## src/rtl/uart_brg_mc.sv

```systemverilog
// Multi-channel fractional baud-rate generator: per-channel I.F prescale, oversample tick,
// divided bit pulse and RX phase resync. Define UART_BRG_CFG_ERR_EN to build the cfg_err flags.
module uart_brg_mc #(
    parameter int unsigned CH     = 2,
    parameter int unsigned PRE_W  = 16,
    parameter int unsigned FRAC_W = 4,
    parameter int unsigned OVS    = 16
) (
    input  logic                clk,
    input  logic                i_rst,
    input  logic [CH-1:0]       i_en,
    input  logic [CH*PRE_W-1:0] i_prescale,
    input  logic [CH-1:0]       i_resync,
    output logic [CH-1:0]       o_tick,
    output logic [CH-1:0]       o_bit_pulse,
    output logic [CH-1:0]       o_cfg_err
);

    localparam int unsigned IW = PRE_W - FRAC_W;
    localparam int unsigned OW = $clog2(OVS);
    localparam logic [IW-1:0] I_ONE = IW'(1);
    localparam logic [OW-1:0] OVS_ONE = OW'(1);
    localparam logic [OW-1:0] OVS_LAST = OW'(OVS - 1);

    for (genvar c = 0; c < CH; c++) begin : g_ch
        logic [IW-1:0]     w_i;
        logic [IW-1:0]     w_i_eff;
        logic [FRAC_W-1:0] w_f;
        logic [FRAC_W:0]   w_frac_sum;

        logic [IW-1:0]     r_int_cnt;
        logic [FRAC_W-1:0] r_frac_acc;
        logic              r_ovf;
        logic [OW-1:0]     r_ovs_cnt;
        logic              r_tick;
        logic              r_bit_pulse;

        assign w_i        = i_prescale[c*PRE_W+FRAC_W +: IW];
        assign w_f        = i_prescale[c*PRE_W +: FRAC_W];
        // An integer part of zero would stall the counter, so it runs as a 1-cycle period.
        assign w_i_eff    = (w_i == '0) ? I_ONE : w_i;
        assign w_frac_sum = {1'b0, r_frac_acc} + {1'b0, w_f};

        always_ff @(posedge clk) begin
            r_tick      <= 1'b0;
            r_bit_pulse <= 1'b0;
            if (i_rst || !i_en[c]) begin
                r_int_cnt  <= '0;
                r_frac_acc <= '0;
                r_ovf      <= 1'b0;
                r_ovs_cnt  <= '0;
            end else if (i_resync[c]) begin
                // Half-period load puts the next tick at mid-bit.
                r_int_cnt  <= w_i_eff >> 1;
                r_frac_acc <= '0;
                r_ovf      <= 1'b0;
                r_ovs_cnt  <= '0;
            end else if (r_ovf) begin
                r_ovf <= 1'b0;
            end else if (r_int_cnt != '0) begin
                r_int_cnt <= r_int_cnt - I_ONE;
            end else begin
                r_int_cnt               <= w_i_eff - I_ONE;
                {r_ovf, r_frac_acc}     <= w_frac_sum;
                r_tick                  <= 1'b1;
                r_bit_pulse             <= (r_ovs_cnt == OVS_LAST);
                r_ovs_cnt               <= (r_ovs_cnt == OVS_LAST) ? '0 : r_ovs_cnt + OVS_ONE;
            end
        end

        assign o_tick[c]      = r_tick;
        assign o_bit_pulse[c] = r_bit_pulse;

`ifdef UART_BRG_CFG_ERR_EN
        logic r_cfg_err;

        always_ff @(posedge clk) begin
            if (i_rst || !i_en[c]) begin
                r_cfg_err <= 1'b0;
            end else if (w_i == '0) begin
                r_cfg_err <= 1'b1;
            end
        end

        assign o_cfg_err[c] = r_cfg_err;
`else
        assign o_cfg_err[c] = 1'b0;
`endif
    end

endmodule

```

## config.mk

```make
export PLATFORM = sky130hd
export DESIGN_NAME = uart_brg_mc
export DESIGN_NICKNAME = d
export VERILOG_FILES = /design/src/rtl/uart_brg_mc.sv
export SDC_FILE = /design/constraint.sdc
export NUM_CORES = 1
export LEC_CHECK = 0
export CAP_MARGIN = 20
export CORE_MARGIN = 4
export CORE_UTILIZATION = 35
export DETAILED_ROUTE_END_ITERATION = 8
export PLACE_DENSITY = 0.65
export SLEW_MARGIN = 20
export SYNTH_ARGS = -nofsm -noshare
export SYNTH_HDL_FRONTEND = slang
export SYNTH_SLANG_ARGS = --single-unit
```

## constraint.sdc

```tcl
create_clock -name clk -period 2.5 [get_ports clk]
set_input_delay 0.5 -clock clk [delete_from_list [all_inputs] [get_ports clk]]
set_output_delay 0.5 -clock clk [all_outputs]
set_load 0.02 [all_outputs]
```

==> results of run 1 <==
[layer usage]
metal	wire, um	up-vias	track usage	part of all wire
li1	-	1758	-	-
met1	3930	1645	0.223	0.42
met2	4660	134	0.319	0.50
met3	630	16	0.0325	0.067
met4	174	0	0.0598	0.019
met5	0	-	0	0
[stage by stage]
stage	setup WS, ps	TNS, ps
finish	40.7	0
global route	-30.5	-30.5
CTS	-68.4	-116
detailed placement	-543	-3670
global placement	-468	-3520
floorplan	24.1	0
[final cells by class]
| cell class | instances | area, sq um | share of cell area |
|---|---|---|---|
| inverters | 22 | 82.6 | 0.0186 |
| flip-flops and latches | 46 | 923 | 0.208 |
| multi-input cells | 333 | 2170 | 0.489 |
| repair buffers | 123 | 1040 | 0.233 |
| well taps | 108 | 135 | 0.0304 |
| clock buffers | 5 | 68.8 | 0.0155 |
| clock inverters | 3 | 23.8 | 0.00536 |
[power groups by stage]
| stage | sequential [mW] | combinational [mW] | clock (mW) |
|---|---|---|---|
| global placement | 0.810 | 0.829 | 0 |
| finish | 0.796 | 0.926 | 0.483 |
| global route | 0.801 | 1.02 | 0.531 |
| CTS | 0.795 | 0.895 | 0.503 |
| floorplan | 0.812 | 0.504 | 0 |
| detailed placement | 0.811 | 0.834 | 0 |
[sequential cells by signal, indices dropped and copies added (netlist names)]
name	flops
g_ch.r_bit_pulse	2
g_ch.r_frac_acc	8
g_ch.r_int_cnt	24
g_ch.r_ovf	2
g_ch.r_ovs_cnt	8
g_ch.r_tick	2
[how the worst max path moves through the flow]
stage and endpoint:
2_1_floorplan g_ch[0].r_int_cnt[8], 4_1_cts g_ch[0].r_int_cnt[10], 5_1_grt g_ch[0].r_int_cnt[8], 3_3_place_gp g_ch[0].r_int_cnt[10], 3_5_place_dp g_ch[0].r_int_cnt[10], 6_report g_ch[0].r_int_cnt[0]
[worst min-delay path: stages (launching register included)]
cell,delay (ps)
sky130_fd_sc_hd__dfxtp_1,320
sky130_fd_sc_hd__nand2_1,50
sky130_fd_sc_hd__a21oi_1,50
[cells by family after synthesis]
group,Yosys count
simple gates,171
compound gates,125
flops,46
buf+inv,42
fa+ha+maj,14
xor+xnor,12
mux,9
other cells,1
[placed cells by master (no fill, tap or decap), types with 3 or more instances in the layout]
| cell | n |
|---|---|
| sky130_fd_sc_hd__a31oi_1 | 10 |
| sky130_fd_sc_hd__a21oi_2 | 3 |
| sky130_fd_sc_hd__clkbuf_8 | 5 |
| sky130_fd_sc_hd__nor3_1 | 17 |
| sky130_fd_sc_hd__a311oi_1 | 3 |
| sky130_fd_sc_hd__nand4_1 | 3 |
| sky130_fd_sc_hd__buf_4 | 81 |
| sky130_fd_sc_hd__or2_2 | 4 |
| sky130_fd_sc_hd__nand3_1 | 9 |
| sky130_fd_sc_hd__a21oi_1 | 50 |
| sky130_fd_sc_hd__or4_1 | 3 |
| sky130_fd_sc_hd__and3_1 | 7 |
| sky130_fd_sc_hd__inv_1 | 21 |
| sky130_fd_sc_hd__o211ai_1 | 9 |
| sky130_fd_sc_hd__a211oi_1 | 3 |
| sky130_fd_sc_hd__nor3_2 | 7 |
| sky130_fd_sc_hd__clkdlybuf4s50_1 | 31 |
| sky130_fd_sc_hd__nor4_1 | 5 |
| sky130_fd_sc_hd__ha_1 | 11 |
| sky130_fd_sc_hd__nand3b_1 | 5 |
| sky130_fd_sc_hd__a21o_1 | 6 |
| sky130_fd_sc_hd__o21ai_0 | 14 |
| sky130_fd_sc_hd__a211o_1 | 4 |
| sky130_fd_sc_hd__xnor2_1 | 8 |
| sky130_fd_sc_hd__dlygate4sd2_1 | 5 |
| sky130_fd_sc_hd__o31ai_1 | 3 |
| sky130_fd_sc_hd__mux2i_1 | 8 |
| sky130_fd_sc_hd__dfxtp_1 | 44 |
| sky130_fd_sc_hd__nand2_1 | 37 |
| sky130_fd_sc_hd__nor2b_1 | 3 |
| sky130_fd_sc_hd__xor2_1 | 4 |
| sky130_fd_sc_hd__nor2_1 | 44 |
| sky130_fd_sc_hd__o22ai_1 | 4 |
| sky130_fd_sc_hd__or4_4 | 3 |
| sky130_fd_sc_hd__or3_1 | 5 |
| sky130_fd_sc_hd__dlymetal6s2s_1 | 5 |
| sky130_fd_sc_hd__nand2b_1 | 6 |
[timing repair]
action | in CTS | in global routing
setup buffers | 12 | 1
resized for setup | 14 | 21
gates cloned | 0 | 0
pin swaps | 13 | 7
setup endpoints to repair | 4 | 11
==> flow_results.org, run 1 <==
** Timing
- Number of hold-slack violations in the final timing report :: 0
- Derived from the worst setup path, the maximum achievable clock frequency is 0.407 GHz.
- Slew at the pin closest to its max-slew limit :: 644 ps
- Setup violations remaining at the end of the flow were counted as 0.
- Part of the cycle the worst path needs :: 0.984
- The worst pin sits at a relative slew slack of 0.570.
- Setup repair after global routing could not meet its margin everywhere.
- Min Clock Period, post-route :: 2460 ps
- The number of pins with negative max-slew slack in the final report is 0.
- Fin Hold WS :: 472 ps
- Clock skew on the completed layout was measured at between 9 and 10 ps.

** Route
- Routed Antenna Nets :: 0
- The detailed router finished its first iteration with about 150 violations.
- Vias per std cell :: 5.55
- Routed wire per std cell :: around 15 um
- TritonRoute pass-1 iters :: 5
- DRC viols :: 0
- Detailed Route WL :: approximately 9400 um
- The routed layout has 3553 vias.

** Power and ir drop
- Power spread over the standard cell area amounts to 497 nW/um^2.
- Overall power consumption after layout is estimated at around 2.2 mW.
- Internal power consumption :: approximately 1.4 mW
- Logic pwr share :: 0.420
- Of the total power, the clock network draws 0.219.
- In this run the static leakage power is approximately 1.9 nW.
- Worst VDD drop :: 0.000217 V
- The analysis attributes to net switching a power of around 0.78 mW.
- Sw Ratio :: 0.355
- Portion of total power attributed to sequential cells :: 0.361

** Min path
- Hold_sp :: g_ch[1].r_frac_acc[2]
- The min-delay analysis places its worst path in the category flip-flop to flip-flop.
- Capture endpoint of the worst hold path :: g_ch[1].r_frac_acc[2]
- Number of cells traversed by the worst hold path :: 2

** Synth
- Distinct cells, synth :: 59
- Yosys attributes the largest share of cell area to sky130_fd_sc_hd__dfxtp_1 29%, sky130_fd_sc_hd__a21oi_1 8.4%, sky130_fd_sc_hd__nor2_1 5.2%.
- Share of the yosys chip area belonging to registers :: 0.292
- Number of enable-type register cells in the synthesized netlist :: 0
- Cell count after synthesis :: 420
- The mapped netlist covers between 3000 and 4000 sq um.
- Async set-reset flop share out of synthesis :: 0
- The share of synthesized area in the top cell type comes to 0.292.
- Fraction of synthesized area in multiplexers :: 0.0289
- Flops & latches, synth :: 46
- Post-synthesis simple-gate area fraction :: 0.280
- By count the netlist is led by 53 x sky130_fd_sc_hd__a21oi_1, 46 x sky130_fd_sc_hd__dfxtp_1, 44 x sky130_fd_sc_hd__nor2_1, 39 x sky130_fd_sc_hd__nand2_1, 23 x sky130_fd_sc_hd__nor3_1.
- sky130_fd_sc_hd__a21oi_1 is the most common cell in the netlist.
- Dominant synthesized flop cell :: sky130_fd_sc_hd__dfxtp_1
- By area, the combinational part of the netlist is dominated by simple AND/OR/NAND/NOR gates.
- Averaged over all synthesized cells, the footprint is 7.51 sq um.
- During synthesis, Yosys emitted a total of 0 warnings.
- Library cell occupying the most area in the post-synthesis netlist :: sky130_fd_sc_hd__dfxtp_1
- XOR/XNOR Fraction of Synth Area :: 0.0333
- Arithmetic-cell share of the synthesized area counting full adders, half adders and majority gates :: 0.0603
- The compound-gate portion of the synthesized area was 0.246.

** Critical path
- Cell at the slowest stage of the critical path :: sky130_fd_sc_hd__or4_4
- Along the worst path, the maximum fanout reaches 2.
- Traced cell by cell, the critical path runs through dlygate4sd2_1 > or4_4 > o31ai_4 > a21oi_2 > buf_4 > buf_4 > buf_4 > buf_6 > buf_4 > buf_4 > mux2i_1 > a21oi_1.
- The critical path starts at i_prescale[9].
- Together, buffers and inverters on the worst path number 7.
- The setup check on the worst reg-to-reg path leaves a slack of 60 ps.
- The critical path in this run is classified as input port to flip-flop.
- Endpoint of the lowest-slack register-to-register path :: g_ch[0].r_int_cnt[0]
- Cell family with the largest share of critical-path delay :: buffers and inverters
- On the worst path, the slowest cell contributes a delay of 550 ps.
- Worst Setup Start Kind :: input port
- The startpoint identified for the worst register-to-register timing path is g_ch[0].r_int_cnt[3].
- The worst setup path is captured at a flip-flop.
- Required time reported for the critical path endpoint :: approximately 2700 ps
- The critical path runs through a total of 12 cells.
- By instance count, the cell type seen most on the critical path is sky130_fd_sc_hd__buf_4.
- Cells on worst reg2reg path :: 11
- Data arrival time of the critical path :: between 2000 and 3000 ps

** Place
- During placement, the flow inserted port buffers numbering approximately 40.
- Placed instance area :: between 4000 and 5000 sq um
- Number of placed cells counting well taps :: about 620
- Placed wire-length estimate after detailed placement :: approximately 7000 um
- Weighted congestion at the end of routability-driven global placement :: approximately 0.98

** Floorplan
- In this run the core area contains 34 standard-cell rows.
- Area of the die :: 10600 sq um
- I/O pins :: between 40 and 50
- The die is approximately 100 um wide.
- Starting density of the core :: 0.360
- Height of the die :: 103 um
- The core region is ~8800 sq um.

** Global routing
- Maximum number of pins on one net before global-route repair :: 21
- Initial antenna violation count :: 0
- In the global route stage, overall resource usage came out at 0.181.
- The via count of the first global-routing pass came to ~3.5k.
- Gr ovfl total :: 0
- First-pass GRT wire length :: between 15000 and 20000 um

** Finish
- Non-filler cells in the finished layout :: between 600 and 700
- Of the cells placed in the final design, the portion with a size suffix greater than 1 is 0.229.
- The finished cells cover about 4400 sq um.
- The final layout contains roughly 580 nets.
- 0 antenna diodes ended up in the layout.
- The filler cells instantiated in the layout total 847.
- The area growth from synthesis to layout is 40.7%.
- For this run, the share of the core covered by cells in the final layout is 0.507.

** Run
- # Max-Cap Violations :: 0

** CTS
- Clock transition at the register clock pins on the worst setup and hold paths after CTS :: approximately 100 ps
- Buffers from clock root to sink, at most :: 2
- CTS saw 46 sinks.
- TritonCTS buffer count :: 5
- The clock tree synthesis step divided the H-tree into 2 levels.
- After clock tree synthesis, the flow added hold-fix buffers numbering 0.
- At the later pin of the worst-skew pair, clock insertion delay measures around 300 ps.
- CTS tree :: built
- Clock tree synthesis selected as its root buffer the cell sky130_fd_sc_hd__clkbuf_8.

** Run status
- The run finished with clean final reports.
Note: power is estimated with default switching activity, not from simulation.
==> inputs of run 2 (changes only) <==
--- a/config.mk
+++ b/config.mk
@@ -9,7 +9,7 @@
 export CORE_MARGIN = 4
 export CORE_UTILIZATION = 35
 export DETAILED_ROUTE_END_ITERATION = 8
-export PLACE_DENSITY = 0.65
+export PLACE_DENSITY = 0.63
 export SLEW_MARGIN = 20
 export SYNTH_ARGS = -nofsm -noshare
 export SYNTH_HDL_FRONTEND = slang
==> constraint.sdc (replaced) <==
create_clock -name clk -period 2.9 [get_ports clk]
set_input_delay 0.58 -clock clk [delete_from_list [all_inputs] [get_ports clk]]
set_output_delay 0.58 -clock clk [all_outputs]
set_load 0.02 [all_outputs]
==> run 2 against run 1 <==
  * Register-to-register slack better by 280 ps
  * Design area is 7.6% lower
  * Worst setup slack improved by 91 ps
  * Global-route usage shrank 1.7 points
  * Clock skew shrank 4.2 ps
  * Routed wire length decreased by 7.0%
  * Final cell count shrank 4.7%
  * Core utilization down 3.9 points
  * First-iteration DRC count down 42%
  * Power is 19% lower
  * Non-clock buffer count decreased by 30
  * Critical endpoint is now g_ch[0].r_int_cnt[8]
==> flow_results.org, run 2 (synthesis results as in run 1) <==
** Place
- Buffers added on ports :: 41 (unchanged)
- The placed standard-cell area was 3990 sq um (-3.7%).
- The HPWL reported at the end of detailed placement is 6750 um (-3.4%).
- Weighted congestion at the end of routability-driven global placement :: 0.951 (-2.8%)
- The post-placement setup slack came to -419 ps (+124 ps).

** Floorplan
- The total core area was 8760 sq um (unchanged).
- Cell Rows :: 34 (unchanged)
- The die extent in y came to 103 um (unchanged).
- I/O pins :: 44 (unchanged)
- The area of the die is 10600 sq um (unchanged).
- The starting density of the core was 0.360 (unchanged).
- Chip Width :: 103 um (unchanged)

** CTS
- Buffer type at the clock tree root :: sky130_fd_sc_hd__clkbuf_8
- The H-tree depth reported by CTS was 2 (unchanged).
- Worst skew pair latency :: 290 ps (about the same)
- TritonCTS built the clock tree.
- The cts-stage hold buffer count came to 0 (unchanged).
- Buffers from clock root to sink, at most :: 2 (unchanged)
- The CTS clock-pin slew for the worst setup and hold paths is 90 ps (about the same).
- Clock sink count :: 46 (unchanged)
- TritonCTS buffer count :: 5 (unchanged)
- The number of setup buffers added after CTS came to 0 (-12).

** Finish
- Total Nets Final :: 553 (-5.1%)
- Highest-count cells in the layout ignoring fill and taps :: 53 x sky130_fd_sc_hd__a21oi_1, 52 x sky130_fd_sc_hd__buf_4, 46 x sky130_fd_sc_hd__dfxtp_1
- Reg with most FFs :: g_ch.r_int_cnt
- The library cell used most frequently in the layout, excluding fill and tap cells, is sky130_fd_sc_hd__a21oi_1.
- Share of layout cells above drive strength 1 :: 0.143 (-0.0859)
- Multi-input gate area :: 2070 sq um (-4.7%)
- Fill count :: 897 (+5.9%)
- ANT cells :: 0 (unchanged)
- The core occupancy in the finished layout came to 0.468 (-0.0387).
- From synthesis to final layout, the design area changed by 29.9%.
- Number of flip-flops under the largest register name :: 24 (unchanged)
- Largest registers ranked by flip-flop count :: g_ch.r_int_cnt: 24 flops, g_ch.r_frac_acc: 8 flops, g_ch.r_ovs_cnt: 8 flops
- The final instance area is 4100 sq um (-7.6%).
- Area taken by flip-flops and latches :: 921 sq um (-0.27%)

** Timing
- The final worst clock skew came to 5.73 ps (-4.22 ps).
- Relative slew margins :: 0.498 (-0.0721)
- The smallest clock period supported by the final layout is computed as 2770 ps.
- Slew at the pin closest to its max-slew limit :: 752 ps (+108 ps)
- The worst path setup slack after routing was 131 ps (+90.7 ps).
- The worst hold margin is 465 ps (-6.75 ps).
- The number of pins with negative max-slew slack in the final report came to 0 (unchanged).
- Based on the critical path, the design can be clocked at up to approximately 0.36 GHz.
- Number of hold-slack violations in the final timing report :: 0 (unchanged)
- Part of the cycle the worst path needs :: 0.955
- The number of failing setup endpoints in the final timing report was 0 (unchanged).

** Power and ir drop
- The total power came to 1.78 mW (-19%).
- Clock network power share :: 0.225 (+0.006)
- Sw Ratio :: 0.350 (-0.00441)
- The share of total power in combinational logic was 0.385 (-0.035).
- The power density over the cells came to 434 nW/um^2 (-13%).
- Worst VDD drop :: 0.000200 V (-7.8%)
- The static power due to leakage is 1.64 nW (-12%).
- The net switching power is 0.624 mW (-20%).
- The internal power consumption came to 1.16 mW (-19%).
- Portion of total power attributed to sequential cells :: 0.390 (+0.029)

** Critical path
- Category of the most critical setup path :: input port to flip-flop
- Required time reported for the critical path endpoint :: 3090 ps (+400 ps)
- The combined buffer and inverter count along the critical path came to 1 (-6).
- The kind of cell with the highest combined delay along the critical path is simple AND/OR/NAND/NOR gates.
- The longest individual stage delay on the worst path was 560 ps (about the same).
- The arrival time reported for the critical path endpoint was 2960 ps (+310 ps).
- Cell at the slowest stage of the critical path :: sky130_fd_sc_hd__or4_1
- Worst Setup Start Kind :: input port
- Largest fanout of any net on the critical path :: 4 (+2)
- The worst setup path is captured at a flip-flop.
- Crit-path cells :: clkdlybuf4s50_1 > or4_1 > o31ai_1 > a21oi_1 > ha_1 > nor4b_4 > nor4b_1 > o221ai_1 > xnor2_1 > o21ai_0 > o211a_1

** Global routing
- The largest net degree at the start of global routing was 23 (+9.5%).
- The total global routing overflow was 0 (unchanged).
- Via count of the first global-routing pass :: 3230 (-8.0%)
- The global-route wire length before repair is 14400 um (-8.3%).
- All-Layer GR Usage :: 0.165 (-0.0166)
- The initial antenna violation count came to 0 (unchanged).

** Route
- The total number of vias was 3391 (-4.6%).
- After detailed routing, no signal wire sits above met4.
- Routed Antenna Nets :: 0 (unchanged)
- Detailed-routed wire length on met3 :: 381 um (-40%)
- Routed met2 length :: 4270 um (-8.4%)
- The total wire length was 8740 um (-7.0%).
- The post-detailed-route via-to-cell ratio was 5.56 (+0.13%).
- The number of search-and-repair iterations in the first detailed-routing pass was 4 (-1).
- Met1 layer wirelength in the final routing :: 4050 um (+3.0%)
- The post-detailed-route wirelength per cell was 14.3 um (-2.4%).
- DRC viols :: 0 (unchanged)
- The violation count after the first detailed-routing iteration was 89 (-42%).

** Run status
- The run finished with clean final reports.

** Run
- The number of max-cap violations was 0 (unchanged).

** Min path
- The worst hold path belongs to the class flip-flop to flip-flop.
==> run 2: cell count changes in the layout (fill, tap and decap cells not counted), sizes merged <==
cell,previous run,this run
buf,82,52
clkdlybuf4s50,31,41
dlygate4sd2,5,0
dlymetal6s2s,5,0
==> run 2: worst register-to-register path, stage by stage, from the launching register on <==
cell                       delay, ps
sky130_fd_sc_hd__dfxtp_1         330
sky130_fd_sc_hd__or4_4           550
sky130_fd_sc_hd__nor4_4          400
sky130_fd_sc_hd__a21oi_1         150
sky130_fd_sc_hd__ha_1            240
sky130_fd_sc_hd__nor4b_4         150
sky130_fd_sc_hd__nor4b_1         150
sky130_fd_sc_hd__o221ai_1         90
sky130_fd_sc_hd__xnor2_1         140
sky130_fd_sc_hd__o21ai_0         100
sky130_fd_sc_hd__o211a_1         140
==> run 2: final cells by class <==
cell class              count  area share
clock inverters             3     0.00580
multi-input cells         333       0.504
repair buffers             93       0.195
flip-flops and latches     46       0.225
clock buffers               5      0.0168
inverters                  22      0.0201
well taps                 108      0.0330
==> run 2: final timing paths <==
| kind | startpoint | endpoint | slack [ps] | cells after the start |
|---|---|---|---|---|
| setup / recovery | i_prescale[6] | g_ch[0].r_int_cnt[8] | 130 | 11 |
| hold / removal | g_ch[1].r_frac_acc[2] | g_ch[1].r_frac_acc[2] | 470 | 2 |
| setup reg to reg | g_ch[0].r_int_cnt[3] | g_ch[0].r_int_cnt[8] | 340 | 10 |
| hold reg to reg | g_ch[1].r_frac_acc[2] | g_ch[1].r_frac_acc[2] | 470 | 2 |
==> run 2: repair_timing <==
action | CTS | global route
endpoints found under the setup margin | 1 | 1
pin swaps | 0 | 0
gates resized for setup | 1 | 1
endpoints found under the hold margin | 0 | 0
==> run 2: stage by stage <==
| stage | std cells | TNS, ps |
|---|---|---|
| floorplan | 421 | 0 |
| global placement | 602 | -527 |
| detailed placement | 602 | -926 |
| CTS | 610 | 0 |
| global route | 610 | -19.3 |
| finish | 610 | 0 |
==> run 2: power groups by stage <==
stage                     Sequential [mW]  Combinational, mW  Clock [mW]
after CTS                           0.694              0.677       0.423
after floorplan                     0.700              0.434           0
after global placement              0.707              0.665           0
after detailed placement            0.708              0.671           0
final                               0.695              0.686       0.400
after global routing                0.699              0.763       0.444
==> run 2: per-layer routing <==
layer,global-route usage,up-vias
li1,-,1701
met1,0.217,1601
met2,0.289,83
met3,0.0230,6
met4,0.0319,0
met5,0,-
